[src/rtl/hazard_ctrl.sv]
// ---------------------------------------------------------------------------
// hazard_ctrl
// Hazard and forwarding controller for the 5-stage pipeline. A shadow
// pipeline of destination tags (SE/SM/SW = _p0/_p1/_p2, mirroring EXE/MEM/WB)
// tracks in-flight writers. From it the block decides freeze, bubble and
// forwarding for the instruction sitting in the REG stage.
//
// Build option: define HAZ_FORWARD_EN to enable forwarding. In that build a
// stall is needed only for load-use. When HAZ_FORWARD_EN is undefined
// (default), o_fwd_* are tied to 00. Any in-flight writer of a source then
// stalls the consumer until the writer has left WB.
//
// Parameters
//   FWD_LAT    load-use stall cycles, 1 or 2 (only meaningful with forwarding)
//   CNT_W      width of the saturating stall-cycle counter
// Ports
//   clk, rst      clock, synchronous active-high reset
//   i_Ra/i_Rb     REG-stage source registers, i_use_a/i_use_b = source read
//   i_Robj/i_wr   REG-stage destination and write enable, i_is_load = load
//   i_mem_busy    data memory stall, freezes the whole pipeline
//   o_hold_front  hold IF/ID and REG
//   o_hold_exe    EN (hold) of the REG/EXE register
//   o_bubble      REG/EXE loads an all-zero ctrl
//   o_fwd_a/b     EXE source select: 00 regfile, 01 MEM, 10 WB (registered)
//   o_stall_cnt   saturating count of o_hold_front cycles
// ---------------------------------------------------------------------------
module hazard_ctrl #(
   parameter int FWD_LAT = 1,
   parameter int CNT_W   = 16
) (
   input  logic             clk,
   input  logic             rst,
   input  logic [3:0]       i_Ra,
   input  logic [3:0]       i_Rb,
   input  logic             i_use_a,
   input  logic             i_use_b,
   input  logic [3:0]       i_Robj,
   input  logic             i_wr,
   input  logic             i_is_load,
   input  logic             i_mem_busy,
   output logic             o_hold_front,
   output logic             o_hold_exe,
   output logic             o_bubble,
   output logic [1:0]       o_fwd_a,
   output logic [1:0]       o_fwd_b,
   output logic [CNT_W-1:0] o_stall_cnt
);

   function automatic logic [CNT_W-1:0] sat_inc(input logic [CNT_W-1:0] v);
      if (v == {CNT_W{1'b1}}) return v;
      return v + CNT_W'(1);
   endfunction

   // Youngest producer wins; a load in SE cannot forward from MEM.
   function automatic logic [1:0] fwd_sel(input logic m_se, input logic se_ld,
                                          input logic m_sm);
      if (m_se && !se_ld) return 2'b01;
      if (m_sm)           return 2'b10;
      return 2'b00;
   endfunction

   logic       vld_p0, vld_p1, vld_p2;
   logic [3:0] dst_p0, dst_p1, dst_p2;
   logic       ld_p0, ld_p1;
   logic       m_se_a, m_se_b, m_sm_a, m_sm_b;
   logic       hz;

   assign m_se_a = vld_p0 && (dst_p0 == i_Ra) && i_use_a;
   assign m_se_b = vld_p0 && (dst_p0 == i_Rb) && i_use_b;
   assign m_sm_a = vld_p1 && (dst_p1 == i_Ra) && i_use_a;
   assign m_sm_b = vld_p1 && (dst_p1 == i_Rb) && i_use_b;

`ifdef HAZ_FORWARD_EN
   logic [1:0] fwd_a_q, fwd_b_q;
   logic       unused_sw;

   // A load in MEM only blocks the consumer when the load takes two cycles.
   assign hz = (ld_p0 && (m_se_a || m_se_b)) ||
               ((FWD_LAT == 2) && ld_p1 && (m_sm_a || m_sm_b));

   // WB tags are tracked for symmetry but never consulted with forwarding.
   assign unused_sw = vld_p2 ^ (^dst_p2);

   always_ff @(posedge clk) begin
      if (rst) begin
         fwd_a_q <= 2'b00;
         fwd_b_q <= 2'b00;
      end else if (!i_mem_busy) begin
         fwd_a_q <= hz ? 2'b00 : fwd_sel(m_se_a, ld_p0, m_sm_a);
         fwd_b_q <= hz ? 2'b00 : fwd_sel(m_se_b, ld_p0, m_sm_b);
      end
   end

   assign o_fwd_a = fwd_a_q;
   assign o_fwd_b = fwd_b_q;
`else
   logic m_sw_a, m_sw_b;
   logic unused_nf;

   assign m_sw_a = vld_p2 && (dst_p2 == i_Ra) && i_use_a;
   assign m_sw_b = vld_p2 && (dst_p2 == i_Rb) && i_use_b;

   // Without bypass paths, any in-flight writer of a source blocks the reader.
   assign hz = m_se_a || m_se_b || m_sm_a || m_sm_b || m_sw_a || m_sw_b;

   assign unused_nf = ld_p0 ^ ld_p1 ^ (FWD_LAT == 2);
   assign o_fwd_a   = 2'b00;
   assign o_fwd_b   = 2'b00;
   logic unused_fsel;
   assign unused_fsel = ^fwd_sel(1'b0, 1'b0, 1'b0);
`endif

   // Freeze beats bubble so a pending hazard is re-evaluated after the freeze.
   always_comb begin
      o_hold_front = 1'b0;
      o_hold_exe   = 1'b0;
      o_bubble     = 1'b0;
      if (i_mem_busy) begin
         o_hold_front = 1'b1;
         o_hold_exe   = 1'b1;
      end else if (hz) begin
         o_hold_front = 1'b1;
         o_bubble     = 1'b1;
      end
   end

   // ---- REG -> SE(_p0) -> SM(_p1) -> SW(_p2): valid bits and counter ----
   always_ff @(posedge clk) begin
      if (rst) begin
         vld_p0      <= 1'b0;
         vld_p1      <= 1'b0;
         vld_p2      <= 1'b0;
         o_stall_cnt <= '0;
      end else begin
         if (o_hold_front) o_stall_cnt <= sat_inc(o_stall_cnt);
         if (!i_mem_busy) begin
            vld_p0 <= hz ? 1'b0 : i_wr;
            vld_p1 <= vld_p0;
            vld_p2 <= vld_p1;
         end
      end
   end

   // ---- REG -> SE(_p0) -> SM(_p1) -> SW(_p2): tag payload ----
   always_ff @(posedge clk) begin
      if (!i_mem_busy) begin
         if (!hz) begin
            dst_p0 <= i_Robj;
            ld_p0  <= i_is_load;
         end
         dst_p1 <= dst_p0;
         ld_p1  <= ld_p0;
         dst_p2 <= dst_p1;
      end
   end

endmodule

[config.mk]
export PLATFORM = sky130hd
export DESIGN_NAME = hazard_ctrl
export DESIGN_NICKNAME = d
export VERILOG_FILES = /design/src/rtl/hazard_ctrl.sv
export SDC_FILE = /design/constraint.sdc
export NUM_CORES = 1
export LEC_CHECK = 0
export BUFFER_PORTS_ARGS = -buffer_cell sky130_fd_sc_hd__buf_2
export CAP_MARGIN = 25
export CORE_UTILIZATION = 45
export CTS_CLUSTER_DIAMETER = 80
export DETAILED_ROUTE_END_ITERATION = 8
export MAX_ROUTING_LAYER = met4
export PLACE_DENSITY = 0.78
export RECOVER_POWER = 50
export SLEW_MARGIN = 20
export SYNTH_ARGS = -nofsm -noshare
export SYNTH_HDL_FRONTEND = slang
export SYNTH_SLANG_ARGS = --single-unit
[constraint.sdc]
create_clock -name clk -period 1.7 [get_ports clk]
set_input_delay 0.34 -clock clk [delete_from_list [all_inputs] [get_ports clk]]
set_output_delay 0.34 -clock clk [all_outputs]
set_load 0.05 [all_outputs]
Word-level counts from Yosys, hierarchy flattened
Cells that the tools add are included.
{"block": "word_totals", "input_bits": 19, "regBits": 31}
{"block": "classes", "n_bitwise": 2, "muxes": 9, "n_eq_ne": 8, "addsub": 1, "n_reduce_logical": 19}
{"operator": "$eq A4 B4 Y1", "count": 6}
{"operator": "$add A16 B1 Y16 const B", "count": 1}
{"operator": "$eq A16 B16 Y1 const B", "count": 1}
{"operator": "$mux W16", "count": 1}
{"operator": "$logic_and A1 B1 Y1", "count": 12}
{"operator": "$mux W1", "count": 8}
{"operator": "$logic_or A1 B1 Y1", "count": 5}
{"operator": "$reduce_and A2 Y1", "count": 2}
{"operator": "$ne A2 B2 Y1 const B", "count": 1}
{"operator": "$not A1 Y1", "count": 2}

Longest topological paths before layout
Gate-level depths: netlist of the first run.
{"block": "logic_depth", "depth_word": 14, "mapped_depth": 8}

Worst setup path after synthesis of the first run
Ideal clock, no wire load.
{"block": "synth_path", "path_type": "register to register", "startpoint": "reg o_stall_cnt[0]", "endpoint": "reg o_stall_cnt[1]", "synth_period_minus_slack_ns": 2.279, "t_arrival_ns": 2.152, "stages_incl_launch_ff": 9, "path_buffers": 1, "setup_time_ns": 0.128, "path_slack_ns": -0.579, "cell_sequence": "dfxtp_1 > ha_1 > nand3_1 > nor3_1 > nand3_1 > o21ai_4 > buf_4 > mux2i_1 > nor2_1"}
{"block": "synth_via", "elab_chain_cells": 6}
{"item": "start, declared", "line_no": "46", "source": "output logic [CNT_W-1:0] o_stall_cnt"}
{"item": "start signal, assigned", "line_no": "135", "source": "if (o_hold_front) o_stall_cnt <= sat_inc(o_stall_cnt);"}
{"item": "$eq A16 B16 Y1", "line_no": "50", "source": "if (v == {CNT_W{1'b1}}) return v;"}
{"item": "$mux W1", "line_no": "50"}
{"item": "$mux W1", "line_no": "135"}
{"item": "$mux W1", "line_no": "129", "source": "if (rst) begin"}
{"item": "$ne A2 B2 Y1 (no line)"}
{"item": "$reduce_and A2 Y1 (no line)"}
Several ways; a longest one is shown, not always the timed one. The select of a mux whose other input is x is not followed.
A chain may end at the register's enable or synchronous reset.

Worst setup path in the final report of the first run
{"block": "layout_path", "startpoint": "reg dst_p2[0]", "endpoint": "out o_hold_front"}
{"block": "layout_via", "elab_chain_cells": 7}
{"item": "start, declared", "line_no": "63", "source": "logic [3:0] dst_p0, dst_p1, dst_p2;"}
{"item": "start signal, assigned", "line_no": "153", "source": "dst_p2 <= dst_p1;"}
{"item": "$eq A4 B4 Y1", "line_no": "100", "source": "assign m_sw_a = vld_p2 && (dst_p2 == i_Ra) && i_use_a;"}
{"item": "$logic_and A1 B1 Y1 (2 in series)", "line_no": "100"}
{"item": "$logic_or A1 B1 Y1", "line_no": "104", "source": "assign hz = m_se_a || m_se_b || m_sm_a || m_sm_b || m_sw_a || m_sw_b;"}
{"item": "$logic_or A1 B1 Y1 *", "line_no": "104"}
{"item": "$mux W1 *", "line_no": "121", "source": "end else if (hz) begin"}
{"item": "$mux W1 *", "line_no": "118", "source": "if (i_mem_busy) begin"}
{"item": "end, declared", "line_no": "41", "source": "output logic o_hold_front,"}
Mark *: on every way between the ends. The rest lies on a longest branch, timed or not.

==> impl_table.tex, run 1 <==
\begin{tabular}{lr}
\hline
Metric & Value \\
\hline
\multicolumn{2}{l}{\textbf{Timing}} \\
Hold slack & between 150 and 200 ps \\
Period minus WS final & approximately 2200 ps \\
Share of the clock period used by the worst path after layout & 128\% \\
Worst Skew & between 10 and 15 ps \\
Setup repair after global routing missed its margin & yes \\
Max Clk Rate & 460 MHz \\
Endpoints failing setup & 20 \\
Post-route setup slack & -472 ps \\
Count of pins over their slew limit & 0 \\
Hold Fails Final Rpt & 0 \\
\multicolumn{2}{l}{\textbf{Run status}} \\
Violations in the final reports & setup timing \\
Outcome & finished, violations left \\
\multicolumn{2}{l}{\textbf{Synth}} \\
Number of enable-type register cells in the synthesized netlist & 12 \\
Avg Inst Size Synth & a little under 10 um2 \\
Count of synthesis-stage warnings from yosys & 0 \\
Netlist cell types & 33 \\
Async set or reset register ratio after synthesis & 0\% \\
Top cells by area, synth & sky130\_fd\_sc\_hd\_\_dfxtp\_1 24\%, sky130\_fd\_sc\_hd\_\_edfxtp\_1 23\%, sky130\_fd\_sc\_hd\_\_xor2\_1 9.4\%, sky130\_fd\_sc\_hd\_\_xnor2\_1 4.4\%, sky130\_fd\_sc\_hd\_\_or3\_1 4.3\% \\
Number of register bits inferred by synthesis & 31 \\
Primary flip-flop cell chosen by synthesis mapping & sky130\_fd\_sc\_hd\_\_dfxtp\_1 \\
Cells after Synth & approximately 160 \\
Sequential-to-total area share from yosys stat & approximately 47\% \\
Dominant cell type by area after synthesis & sky130\_fd\_sc\_hd\_\_dfxtp\_1 \\
Portion of synthesized cell area occupied by the leading cell type & between 20\% and 30\% \\
Combined area of all synthesized cells & 0.00159 mm2 \\
\multicolumn{2}{l}{\textbf{Power}} \\
Total Power & between 1.5 and 2 mW \\
Power Density & between 600 and 700 mW/mm2 \\
Peak supply drop & 0.452 mV \\
Static power due to leakage & $\sim$0.84 nW \\
\multicolumn{2}{l}{\textbf{Route}} \\
Via total after detailed routing & between 1000 and 1500 \\
Residual DRC count & 0 \\
Number of iterations in the first detailed-routing pass & 4 \\
Total detailed-routing wirelength & $\sim$3800 um \\
Number of antenna-violating nets in the routed design & 0 \\
1st-iter DRT viols & 45 \\
Ratio of routed vias to standard cells & between 5 and 6 \\
Wire per inst & roughly 14 um \\
\multicolumn{2}{l}{\textbf{Final layout}} \\
N\_diodes & 0 \\
Filler-free cell count of the finished design & around 260 \\
Layout cell share with drive strength beyond 1 & a little over two fifths \\
Final-stage net count & around 240 \\
Multi-input gate area in the final layout & 970 um2 \\
Filler cells & between 300 and 400 \\
Synthesis-to-finish area growth & 35.8\% \\
Area used by sequential logic in the layout & about 770 um2 \\
\multicolumn{2}{l}{\textbf{Setup path}} \\
CP Launch Type & flip-flop \\
Largest fanout on the critical path & 2 \\
Endpoint class of the critical path & output port \\
Worst Path Arrival & 1830 ps \\
Setup Crit Path Kind & reg2out \\
WP data required & $\sim$1400 ps \\
\multicolumn{2}{l}{\textbf{CTS}} \\
Clock root buffer master & sky130\_fd\_sc\_hd\_\_clkbuf\_4 \\
Number of CTS-inserted buffers & 5 \\
Clock tree from TritonCTS & done \\
Number of levels the H-tree was split into & 2 \\
Worst skew pair latency & around 330 ps \\
Clk pin slew, worst setup/hold paths & 100 ps \\
Clock Sink Count & 31 \\
Buffers from clock root to sink, at most & 2 \\
Hold-fix buffers, CTS & 0 \\
\multicolumn{2}{l}{\textbf{GRT}} \\
Global route overflow & 0 \\
Global-route total usage across every layer & between 20\% and 30\% \\
Antenna violations before repair & 0 \\
Pin count of the biggest net entering global routing & 20 \\
Vias in the first global route & 1249 \\
First-pass GRT wire length & between 5000 and 6000 um \\
\multicolumn{2}{l}{\textbf{Placement}} \\
Detailed placer's ending HPWL & 2380 um \\
Instance count after placement with tap cells included & roughly 250 \\
Number of port buffers & 36 \\
RD Place Congestion & roughly 0.86 \\
\multicolumn{2}{l}{\textbf{Die}} \\
Starting utilization of the core area & a little under half \\
Horizontal die dimension & just over 60 um \\
Total core area & $\sim$0.0034 mm2 \\
Io pins & between 40 and 50 \\
Vert. Die Dim & 61.5 um \\
Site row count & 21 \\
Die outline area & 0.00378 mm2 \\
\multicolumn{2}{l}{\textbf{Job}} \\
Max capacitance violation total & 0 \\
\multicolumn{2}{l}{\textbf{Min path}} \\
Worst min-delay path category & in2reg \\
\hline
\end{tabular}
## cells by family (layout without fill, tap and decap cells)
group | count (synthesis) | after routing | share of synthesized area [%]
adder cells (fa/ha/maj) | 1 | 1 | 0.786
AND/OR/NAND/NOR | 58 | 58 | 19.6
multiplexers | 3 | 3 | 1.89
buffers and inverters | 12 | 59 | 4.72
XOR/XNOR | 25 | 25 | 13.8
other | 1 | 4 | 0.236
flip-flops | 31 | 31 | 46.5
AO/OA/AOI/OAI | 32 | 35 | 12.5
## what timing repair did
action                                  4_1_cts  5_1_grt
endpoints found under the setup margin       22       23
cloned                                        2        1
pin swaps                                    12       31
gates resized for setup                      12       30
buffers inserted                              4        1
## critical path, cell delays in order (launching register included)
cell and delay (ps):
sky130_fd_sc_hd__edfxtp_1 440, sky130_fd_sc_hd__xnor2_1 180, sky130_fd_sc_hd__nand3_1 130, sky130_fd_sc_hd__buf_4 160, sky130_fd_sc_hd__o311ai_4 310, sky130_fd_sc_hd__nor2_4 70
sky130_fd_sc_hd__inv_4 70, sky130_fd_sc_hd__buf_8 130
## worst paths after layout
path	startpoint	end	slack, ps	cells past startpoint
worst max-delay path	dst_p2[0]$_DFFE_PN_	o_hold_front	-470	7
worst min-delay path	i_Robj[3]	dst_p0[3]$_DFFE_PP_	170	1
worst max register to register	dst_p2[0]$_DFFE_PN_	o_stall_cnt[6]$_SDFFE_PP0P_	-420	8
worst min register to register	o_stall_cnt[10]$_SDFFE_PP0P_	o_stall_cnt[10]$_SDFFE_PP0P_	490	2
## placed cells by master (no fill, tap or decap), drive strengths merged, types with 8 or more instances in the layout
master	n
a21oi	13
buf	46
clkbuf	9
dfxtp	19
edfxtp	12
nand2	9
nor2	11
o21ai	15
or3	11
xnor2	8
xor2	17
## power breakdown
group | switching [mW] | internal [mW] | leakage, nW
clock | 0.248 | 0.200 | 0.0353
combinational | 0.153 | 0.0912 | 0.523
sequential | 0.0250 | 0.794 | 0.278
## cell usage after synthesis, types with 2 or more instances
library cell / instances
sky130_fd_sc_hd__clkbuf_1: 2
sky130_fd_sc_hd__o31ai_1: 3
sky130_fd_sc_hd__nand2_1: 9
sky130_fd_sc_hd__a21oi_1: 13
sky130_fd_sc_hd__inv_1: 3
sky130_fd_sc_hd__o21ai_0: 10
sky130_fd_sc_hd__and4_1: 2
sky130_fd_sc_hd__or4_1: 2
sky130_fd_sc_hd__edfxtp_1: 12
sky130_fd_sc_hd__nand4_1: 5
sky130_fd_sc_hd__xor2_1: 17
sky130_fd_sc_hd__and3_1: 2
sky130_fd_sc_hd__nand3_1: 6
sky130_fd_sc_hd__dfxtp_1: 19
sky130_fd_sc_hd__nor2_1: 11
sky130_fd_sc_hd__mux2i_1: 3
sky130_fd_sc_hd__xnor2_1: 8
sky130_fd_sc_hd__nor3_1: 6
sky130_fd_sc_hd__or3_1: 11
sky130_fd_sc_hd__buf_4: 6
## metrics by stage
step           worst slack (ps)  instance area (um2)  utilization, %  TNS (ps)
2_1_floorplan             -83.6                 1670               -      -527
3_3_place_gp               -346                 1890            56.3     -4970
3_5_place_dp               -419                 1890            56.3     -6090
4_1_cts                    -477                 2060            61.2     -6410
5_1_grt                    -590                 2160            64.2     -8250
6_report                   -472                 2160            64.2     -5880
## sequential cells by signal, indices dropped and copies added, names as in the netlist
signal	count
vld_p0	1
dst_p2	4
vld_p2	1
o_stall_cnt	16
vld_p1	1
dst_p1	4
dst_p0	4
## metal layers
metal | global-route usage, % | routed length (um)
met1 | 23.1 | 1610
met2 | 37.1 | 1970
met3 | 6.30 | 152
met4 | 9.21 | 61
met5 | - | 0
## area by class of cell
class | instances | share of cell area [%]
Multi-Input combinational cell | 126 | 44.9
Sequential cell | 31 | 35.5
Timing Repair Buffer | 48 | 13.5
Tap cell | 46 | 2.66
Clock buffer | 7 | 2.55
Inverter | 3 | 0.637
Clock inverter | 1 | 0.232
Note: power is estimated with default switching activity, not from simulation.
==> run 2, diff against run 1 <==
REMOVE_ABC_BUFFERS = 1   (was not set)
==> run 2 against run 1 <==
The run still ends with setup timing left. Power shrank 3.4%. Non-clock buffer count grew 11. Via count grew 3.1%. Setup slack lost 26 ps. Sequential power is essentially flat. Critical path type unchanged. Critical endpoint is now o_bubble. Highest routed layer unchanged.
==> impl_table.tex, run 2 (same netlist as run 1, synthesis figures left out) <==
\begin{tabular}{lr}
\hline
Metric & Value \\
\hline
\multicolumn{2}{l}{\textbf{Timing}} \\
Count of pins over their slew limit & 0 \\
Setup repair after global routing missed its margin & yes \\
Max Clk Rate & around 450 MHz \\
Hold slack & 180 ps \\
Share of the clock period used by the worst path after layout & 129\% \\
Post-route setup slack & -498 ps \\
Period minus WS final & between 2000 and 2500 ps \\
Worst Skew & $\sim$9 ps \\
Endpoints failing setup & 17 \\
Hold Fails Final Rpt & 0 \\
\multicolumn{2}{l}{\textbf{Final layout}} \\
Layout cell share with drive strength beyond 1 & about a third \\
Leading cell type in the layout, fill and taps excluded & sky130\_fd\_sc\_hd\_\_buf\_2 \\
N\_diodes & 0 \\
Most used cells in the layout excluding fill and tap cells & 34 x sky130\_fd\_sc\_hd\_\_buf\_2, 21 x sky130\_fd\_sc\_hd\_\_buf\_4, 19 x sky130\_fd\_sc\_hd\_\_dfxtp\_1, 17 x sky130\_fd\_sc\_hd\_\_xor2\_1 \\
Number of flip-flops under the largest register name & 16 \\
Filler cells & between 300 and 400 \\
Multi-input gate area in the final layout & between 800 and 900 um2 \\
Filler-free cell count of the finished design & 273 \\
Area used by sequential logic in the layout & between 700 and 800 um2 \\
Area of all placed cells without fillers & approximately 0.0021 mm2 \\
Synthesis-to-finish area growth & 31.4\% \\
Final-stage net count & roughly 250 \\
Final Util & 62.2\% \\
Register with the most flip-flops & o\_stall\_cnt \\
\multicolumn{2}{l}{\textbf{CTS}} \\
Clock tree from TritonCTS & done \\
Number of levels the H-tree was split into & 2 \\
Clk pin slew, worst setup/hold paths & about 90 ps \\
Buffers from clock root to sink, at most & 2 \\
Number of CTS-inserted buffers & 5 \\
Clock Sink Count & 31 \\
Worst skew pair latency & around 330 ps \\
Clock root buffer master & sky130\_fd\_sc\_hd\_\_clkbuf\_4 \\
\multicolumn{2}{l}{\textbf{Setup path}} \\
Reg-to-reg critical path startpoint & dst\_p0[0]\$\_DFFE\_PP\_ \\
Setup slack on the worst flop-to-flop path & -420 ps \\
Worst path max stage delay & between 400 and 500 ps \\
CP Launch Type & flip-flop \\
CP Cell Sequence & xor2\_1, nor3\_1, nand4\_1, nand4\_2, nor2\_1, nor2\_1, buf\_6 \\
Critical Path Source & dst\_p0[3]\$\_DFFE\_PP\_ \\
WP data required & around 1400 ps \\
Worst Path Arrival & $\sim$1900 ps \\
Largest fanout on the critical path & 3 \\
R2r endpoint & o\_stall\_cnt[9]\$\_SDFFE\_PP0P\_ \\
Setup Crit Path Kind & reg2out \\
Worst path most repeated cell & sky130\_fd\_sc\_hd\_\_nor2\_1 \\
Slowest library cell on the worst path & sky130\_fd\_sc\_hd\_\_edfxtp\_1 \\
Worst R2R Path Depth & 8 \\
Endpoint class of the critical path & output port \\
\multicolumn{2}{l}{\textbf{Placement}} \\
Detailed placer's ending HPWL & about 2400 um \\
Instance count after placement with tap cells included & $\sim$260 \\
Worst slack at placement & -359 ps \\
Number of port buffers & 36 \\
DP Area & 0.00193 mm2 \\
RD Place Congestion & 0.779 \\
\multicolumn{2}{l}{\textbf{Die}} \\
Starting utilization of the core area & between 40\% and 50\% \\
Horizontal die dimension & 61.5 um \\
Total core area & roughly 0.0034 mm2 \\
Io pins & 42 \\
Site row count & 21 \\
Die outline area & about 0.0038 mm2 \\
Vert. Die Dim & between 60 and 70 um \\
\multicolumn{2}{l}{\textbf{Power}} \\
Static power due to leakage & roughly 0.85 nW \\
Power Density & 698 mW/mm2 \\
Peak supply drop & 0.356 mV \\
\multicolumn{2}{l}{\textbf{GRT}} \\
First-pass GRT wire length & between 5000 and 6000 um \\
Global route overflow & 0 \\
Antenna violations before repair & 0 \\
Pin count of the biggest net entering global routing & 20 \\
Vias in the first global route & roughly 1300 \\
Global-route total usage across every layer & a little over a fifth \\
\multicolumn{2}{l}{\textbf{Min path}} \\
Endpoint of the worst hold-timing path & dst\_p0[1]\$\_DFFE\_PP\_ \\
Worst min-delay path category & in2reg \\
Hold Path Cell Cnt & 1 \\
Startpoint of the most critical hold path & i\_Robj[1] \\
\multicolumn{2}{l}{\textbf{Route}} \\
Number of iterations in the first detailed-routing pass & 4 \\
Number of antenna-violating nets in the routed design & 0 \\
Via total after detailed routing & roughly 1400 \\
Ratio of routed vias to standard cells & roughly 5.3 \\
Residual DRC count & 0 \\
Total detailed-routing wirelength & 3610 um \\
1st-iter DRT viols & 61 \\
Wire per inst & 13.2 um \\
\multicolumn{2}{l}{\textbf{Run status}} \\
Outcome & finished, violations left \\
Violations in the final reports & setup timing \\
\multicolumn{2}{l}{\textbf{Job}} \\
Max capacitance violation total & 0 \\
\hline
\end{tabular}
[run 2: cell types whose count changed in the layout (fill, tap and decap cells not counted), sizes merged]
| cell | delta |
|---|---|
| buf | +12 |
| clkinv | -1 |
[run 2: what timing repair did]
action	CTS	global route
gates resized for setup	11	6
gates cloned	3	0
endpoints found under the setup margin	18	23
hold buffers	0	0
pin swaps	10	7
setup buffers	4	0
[run 2: area by class of cell]
class                      count  share of cell area [%]
multi-input combinational    126                    41.5
sequential                    31                    35.4
timing repair buffer          59                    17.5
tap                           46                    2.75
clock buffer                   8                    2.33
inverter                       3                   0.538
[run 2: worst max-delay path by stage]
stage                                        to  slack, ps  cells after the start
finish                                 o_bubble       -500                      7
global route                           o_bubble       -600                      7
CTS                                    o_bubble       -510                      7
detailed placement  o_stall_cnt[0]$_SDFFE_PP0P_       -360                      9
global placement    o_stall_cnt[0]$_SDFFE_PP0P_       -300                      9
floorplan           o_stall_cnt[1]$_SDFFE_PP0P_       -510                      7
[run 2: report_power, final]
group          internal (mW)  switching (mW)  leakage [nW]
clock                  0.165           0.235        0.0265
combinational         0.0915           0.150         0.557
sequential             0.798          0.0207         0.271
total                   1.05           0.405         0.855
[run 2: metal layers]
metal  part of all wire [%]  GRT usage (%)
met1                     42           23.4
met2                     52           38.2
met3                    4.4           6.09
met5                      0              -
met4                    1.2           6.03
[run 2: critical path: cells and delay by family (launching register included)]
family | cells | cell delay [ps]
flip-flops | 1 | 440
XOR/XNOR | 1 | 190
buffers and inverters | 1 | 180
AND/OR/NAND/NOR | 5 | 710
[run 2: per-stage QoR]
step / total power [mW] / TNS, ps
6_report: 1.46 / -5950
5_1_grt: 1.52 / -8900
4_1_cts: 1.48 / -6230
3_5_place_dp: 1.05 / -4630
3_3_place_gp: 1.04 / -4170
2_1_floorplan: 0.960 / -7870
==> run 3, diff against run 2 <==
ABC_AREA = 1   (was not set)
PLACE_DENSITY = 0.76   (was 0.78)
==> run 3 against run 2 <==
The flow still finishes with violations (setup timing). Synthesized cell count increased by 53%. Via count increased by 36%. Power increased by 20%. Routed wire length increased by 56%. Clock power increased by 46%. Synthesized area increased by 17%. Critical path depth increased by 2. Sequential cell count unchanged. Clock skew about the same. Sequential share of layout area decreased by 8.4 points. Core utilization increased by 10 points. Combinational power increased by 39%. Critical path type unchanged.
==> impl_table.tex, run 3 <==
\begin{tabular}{lr}
\hline
Metric & Value \\
\hline
\multicolumn{2}{l}{\textbf{Run status}} \\
Outcome & finished, violations left \\
Violations in the final reports & setup timing \\
\multicolumn{2}{l}{\textbf{Timing}} \\
Period minus WS final & $\sim$2000 ps \\
Share of the clock period used by the worst path after layout & 118\% \\
Hold Fails Final Rpt & 0 \\
Count of pins over their slew limit & 0 \\
Slew Limit Headroom & a little over three fifths \\
Max Clk Rate & 499 MHz \\
Worst Skew & between 9 and 10 ps \\
Post-route setup slack & -303 ps \\
Transition at the pin with the smallest max-transition slack & roughly 560 ps \\
Setup repair after global routing missed its margin & yes \\
Final-layout setup total negative slack & -4300 ps \\
Endpoints failing setup & 23 \\
\multicolumn{2}{l}{\textbf{GRT}} \\
Pin count of the biggest net entering global routing & 11 \\
First-pass GRT wire length & around 8000 um \\
Antenna violations before repair & 0 \\
Global-route total usage across every layer & between 20\% and 30\% \\
Global route overflow & 0 \\
Vias in the first global route & 1750 \\
\multicolumn{2}{l}{\textbf{Route}} \\
Wire per inst & roughly 15 um \\
Via total after detailed routing & between 1500 and 2000 \\
Total detailed-routing wirelength & between 5000 and 6000 um \\
1st-iter DRT viols & 55 \\
Number of iterations in the first detailed-routing pass & 4 \\
Number of antenna-violating nets in the routed design & 0 \\
Residual DRC count & 0 \\
Ratio of routed vias to standard cells & 5.26 \\
\multicolumn{2}{l}{\textbf{Final layout}} \\
Register with the most flip-flops & o\_stall\_cnt \\
Filler-free cell count of the finished design & $\sim$370 \\
Leading cell type in the layout, fill and taps excluded & sky130\_fd\_sc\_hd\_\_nand2\_1 \\
Layout cell share with drive strength beyond 1 & approximately 47\% \\
N\_diodes & 0 \\
Final-stage net count & between 300 and 400 \\
Area of all placed cells without fillers & between 0.002 and 0.003 mm2 \\
Number of flip-flops under the largest register name & 16 \\
Synthesis-to-finish area growth & 48.3\% \\
Most used cells in the layout excluding fill and tap cells & 55 x sky130\_fd\_sc\_hd\_\_nand2\_1, 34 x sky130\_fd\_sc\_hd\_\_buf\_2, 29 x sky130\_fd\_sc\_hd\_\_buf\_4, 26 x sky130\_fd\_sc\_hd\_\_nor2\_1 \\
\multicolumn{2}{l}{\textbf{Die}} \\
Die outline area & $\sim$0.0044 mm2 \\
Vert. Die Dim & between 60 and 70 um \\
Site row count & 22 \\
Total core area & 0.00380 mm2 \\
Horizontal die dimension & between 60 and 70 um \\
Starting utilization of the core area & approximately half \\
Io pins & 42 \\
\multicolumn{2}{l}{\textbf{Placement}} \\
Detailed placer's ending HPWL & about 3100 um \\
RD Place Congestion & a little under 0.9 \\
Worst slack at placement & -85.9 ps \\
Number of port buffers & 36 \\
Instance count after placement with tap cells included & around 350 \\
DP Area & $\sim$0.0022 mm2 \\
\multicolumn{2}{l}{\textbf{Setup path}} \\
Largest fanout on the critical path & 4 \\
Reg-to-reg critical path startpoint & dst\_p0[2]\$\_DFFE\_PP\_ \\
CP Launch Type & flip-flop \\
Endpoint class of the critical path & output port \\
Setup Crit Path Kind & reg2out \\
Critical Path Source & dst\_p0[2]\$\_DFFE\_PP\_ \\
WP data required & 1360 ps \\
Worst Path Arrival & 1660 ps \\
\multicolumn{2}{l}{\textbf{CTS}} \\
Number of levels the H-tree was split into & 2 \\
Buffers from clock root to sink, at most & 2 \\
Clock tree from TritonCTS & done \\
Worst skew pair latency & slightly below 300 ps \\
Clock Sink Count & 31 \\
Clk pin slew, worst setup/hold paths & 60 ps \\
Clock root buffer master & sky130\_fd\_sc\_hd\_\_clkbuf\_8 \\
Hold-fix buffers, CTS & 0 \\
Number of CTS-inserted buffers & 5 \\
\multicolumn{2}{l}{\textbf{Power}} \\
Static power due to leakage & around 1.3 nW \\
Peak supply drop & between 0.5 and 0.6 mV \\
Power Density & between 600 and 700 mW/mm2 \\
\multicolumn{2}{l}{\textbf{Synth}} \\
Combined area of all synthesized cells & 0.00186 mm2 \\
Cells after Synth & 250 \\
Avg Inst Size Synth & 7.43 um2 \\
Count of synthesis-stage warnings from yosys & 0 \\
Primary flip-flop cell chosen by synthesis mapping & sky130\_fd\_sc\_hd\_\_dfxtp\_1 \\
Portion of synthesized cell area occupied by the leading cell type & 20.5\% \\
Number of enable-type register cells in the synthesized netlist & 12 \\
Number of register bits inferred by synthesis & 31 \\
Sequential-to-total area share from yosys stat & between 30\% and 40\% \\
Top cells by area, synth & sky130\_fd\_sc\_hd\_\_dfxtp\_1 20\%, sky130\_fd\_sc\_hd\_\_edfxtp\_1 19\%, sky130\_fd\_sc\_hd\_\_nand2\_1 14\%, sky130\_fd\_sc\_hd\_\_nand3\_1 7.0\%, sky130\_fd\_sc\_hd\_\_nor2\_1 6.5\% \\
Async set or reset register ratio after synthesis & 0\% \\
Netlist cell types & 30 \\
Commonest cells post-synth & 70 x sky130\_fd\_sc\_hd\_\_nand2\_1, 32 x sky130\_fd\_sc\_hd\_\_nor2\_1, 26 x sky130\_fd\_sc\_hd\_\_nand3\_1 \\
Dominant cell type by area after synthesis & sky130\_fd\_sc\_hd\_\_dfxtp\_1 \\
Cell with the most instances after synthesis & sky130\_fd\_sc\_hd\_\_nand2\_1 \\
\multicolumn{2}{l}{\textbf{Min path}} \\
Startpoint of the most critical hold path & i\_Robj[1] \\
Worst min-delay path category & in2reg \\
\multicolumn{2}{l}{\textbf{Job}} \\
Max capacitance violation total & 0 \\
\hline
\end{tabular}
[run 3: final cells by class]
class	count	area (um2)
clock buffer	7	76.3
clock inverter	1	5.00
fill	283	1040
inverter	27	114
multi-input combinational	187	1240
sequential	31	744
tap	48	60.1
timing repair buffer	73	514
[run 3: worst paths after layout]
path / to / cells after the start / slack, ps
min reg2reg: o_stall_cnt[4]$_SDFFE_PP0P_ / 2 / 500
max: o_hold_front / 9 / -300
min: dst_p0[1]$_DFFE_PP_ / 1 / 230
max reg2reg: o_stall_cnt[13]$_SDFFE_PP0P_ / 14 / -280
[run 3: where the power goes]
| group | internal [mW] | switching (mW) | total (mW) |
|---|---|---|---|
| Combinational | 0.127 | 0.209 | 0.336 |
| Clock | 0.287 | 0.294 | 0.581 |
| Sequential | 0.804 | 0.0279 | 0.832 |
| Total | 1.22 | 0.531 | 1.75 |
[run 3: worst max-delay path, stage by stage, from the launching register on]
cell	delay, ps
sky130_fd_sc_hd__edfxtp_1	440
sky130_fd_sc_hd__inv_1	120
sky130_fd_sc_hd__nand2_1	60
sky130_fd_sc_hd__nand2_1	90
sky130_fd_sc_hd__nor2_1	50
sky130_fd_sc_hd__nand3_1	120
sky130_fd_sc_hd__nand3_2	100
sky130_fd_sc_hd__nand2_2	110
sky130_fd_sc_hd__nand3_4	120
sky130_fd_sc_hd__buf_8	180
[run 3: per-stage QoR]
stage | power [mW] | utilization [%] | hold WS (ps)
after global routing | 1.82 | 72.5 | 223
after CTS | 1.67 | 66.0 | 230
after floorplan | 0.991 | - | 402
after detailed placement | 1.09 | 58.4 | 470
final | 1.75 | 72.5 | 228
after global placement | 1.09 | 58.4 | 461
[run 3: cells by family (layout without fill, tap and decap cells)]
| family | after synthesis | after routing | share of synthesized area, % |
|---|---|---|---|
| buffers and inverters | 36 | 108 | 8.76 |
| AOI/OAI and AO/OA | 25 | 25 | 8.56 |
| DFF | 31 | 31 | 39.9 |
| xor gates and xnor gates | 17 | 17 | 8.02 |
| and+or+nand+nor | 139 | 140 | 33.9 |
| other | 1 | 4 | 0.202 |
| adders and majority gates | 1 | 1 | 0.674 |
[run 3: per-layer routing]
layer / GRT usage [%] / up-vias / part of all wire [%]
met5: - / - / 0
met1: 31.7 / 908 / 41
li1: - / 945 / -
met3: 4.48 / 27 / 6.2
met2: 39.9 / 87 / 50
met4: 11.4 / 0 / 3.5
[run 3: timing repair]
action / 4_1_cts / 5_1_grt
hold endpoints to repair: 0 / 0
pin swaps: 30 / 31
cloned: 1 / 0
gates resized for setup: 41 / 42
setup buffers: 4 / 11
endpoints found under the setup margin: 22 / 23
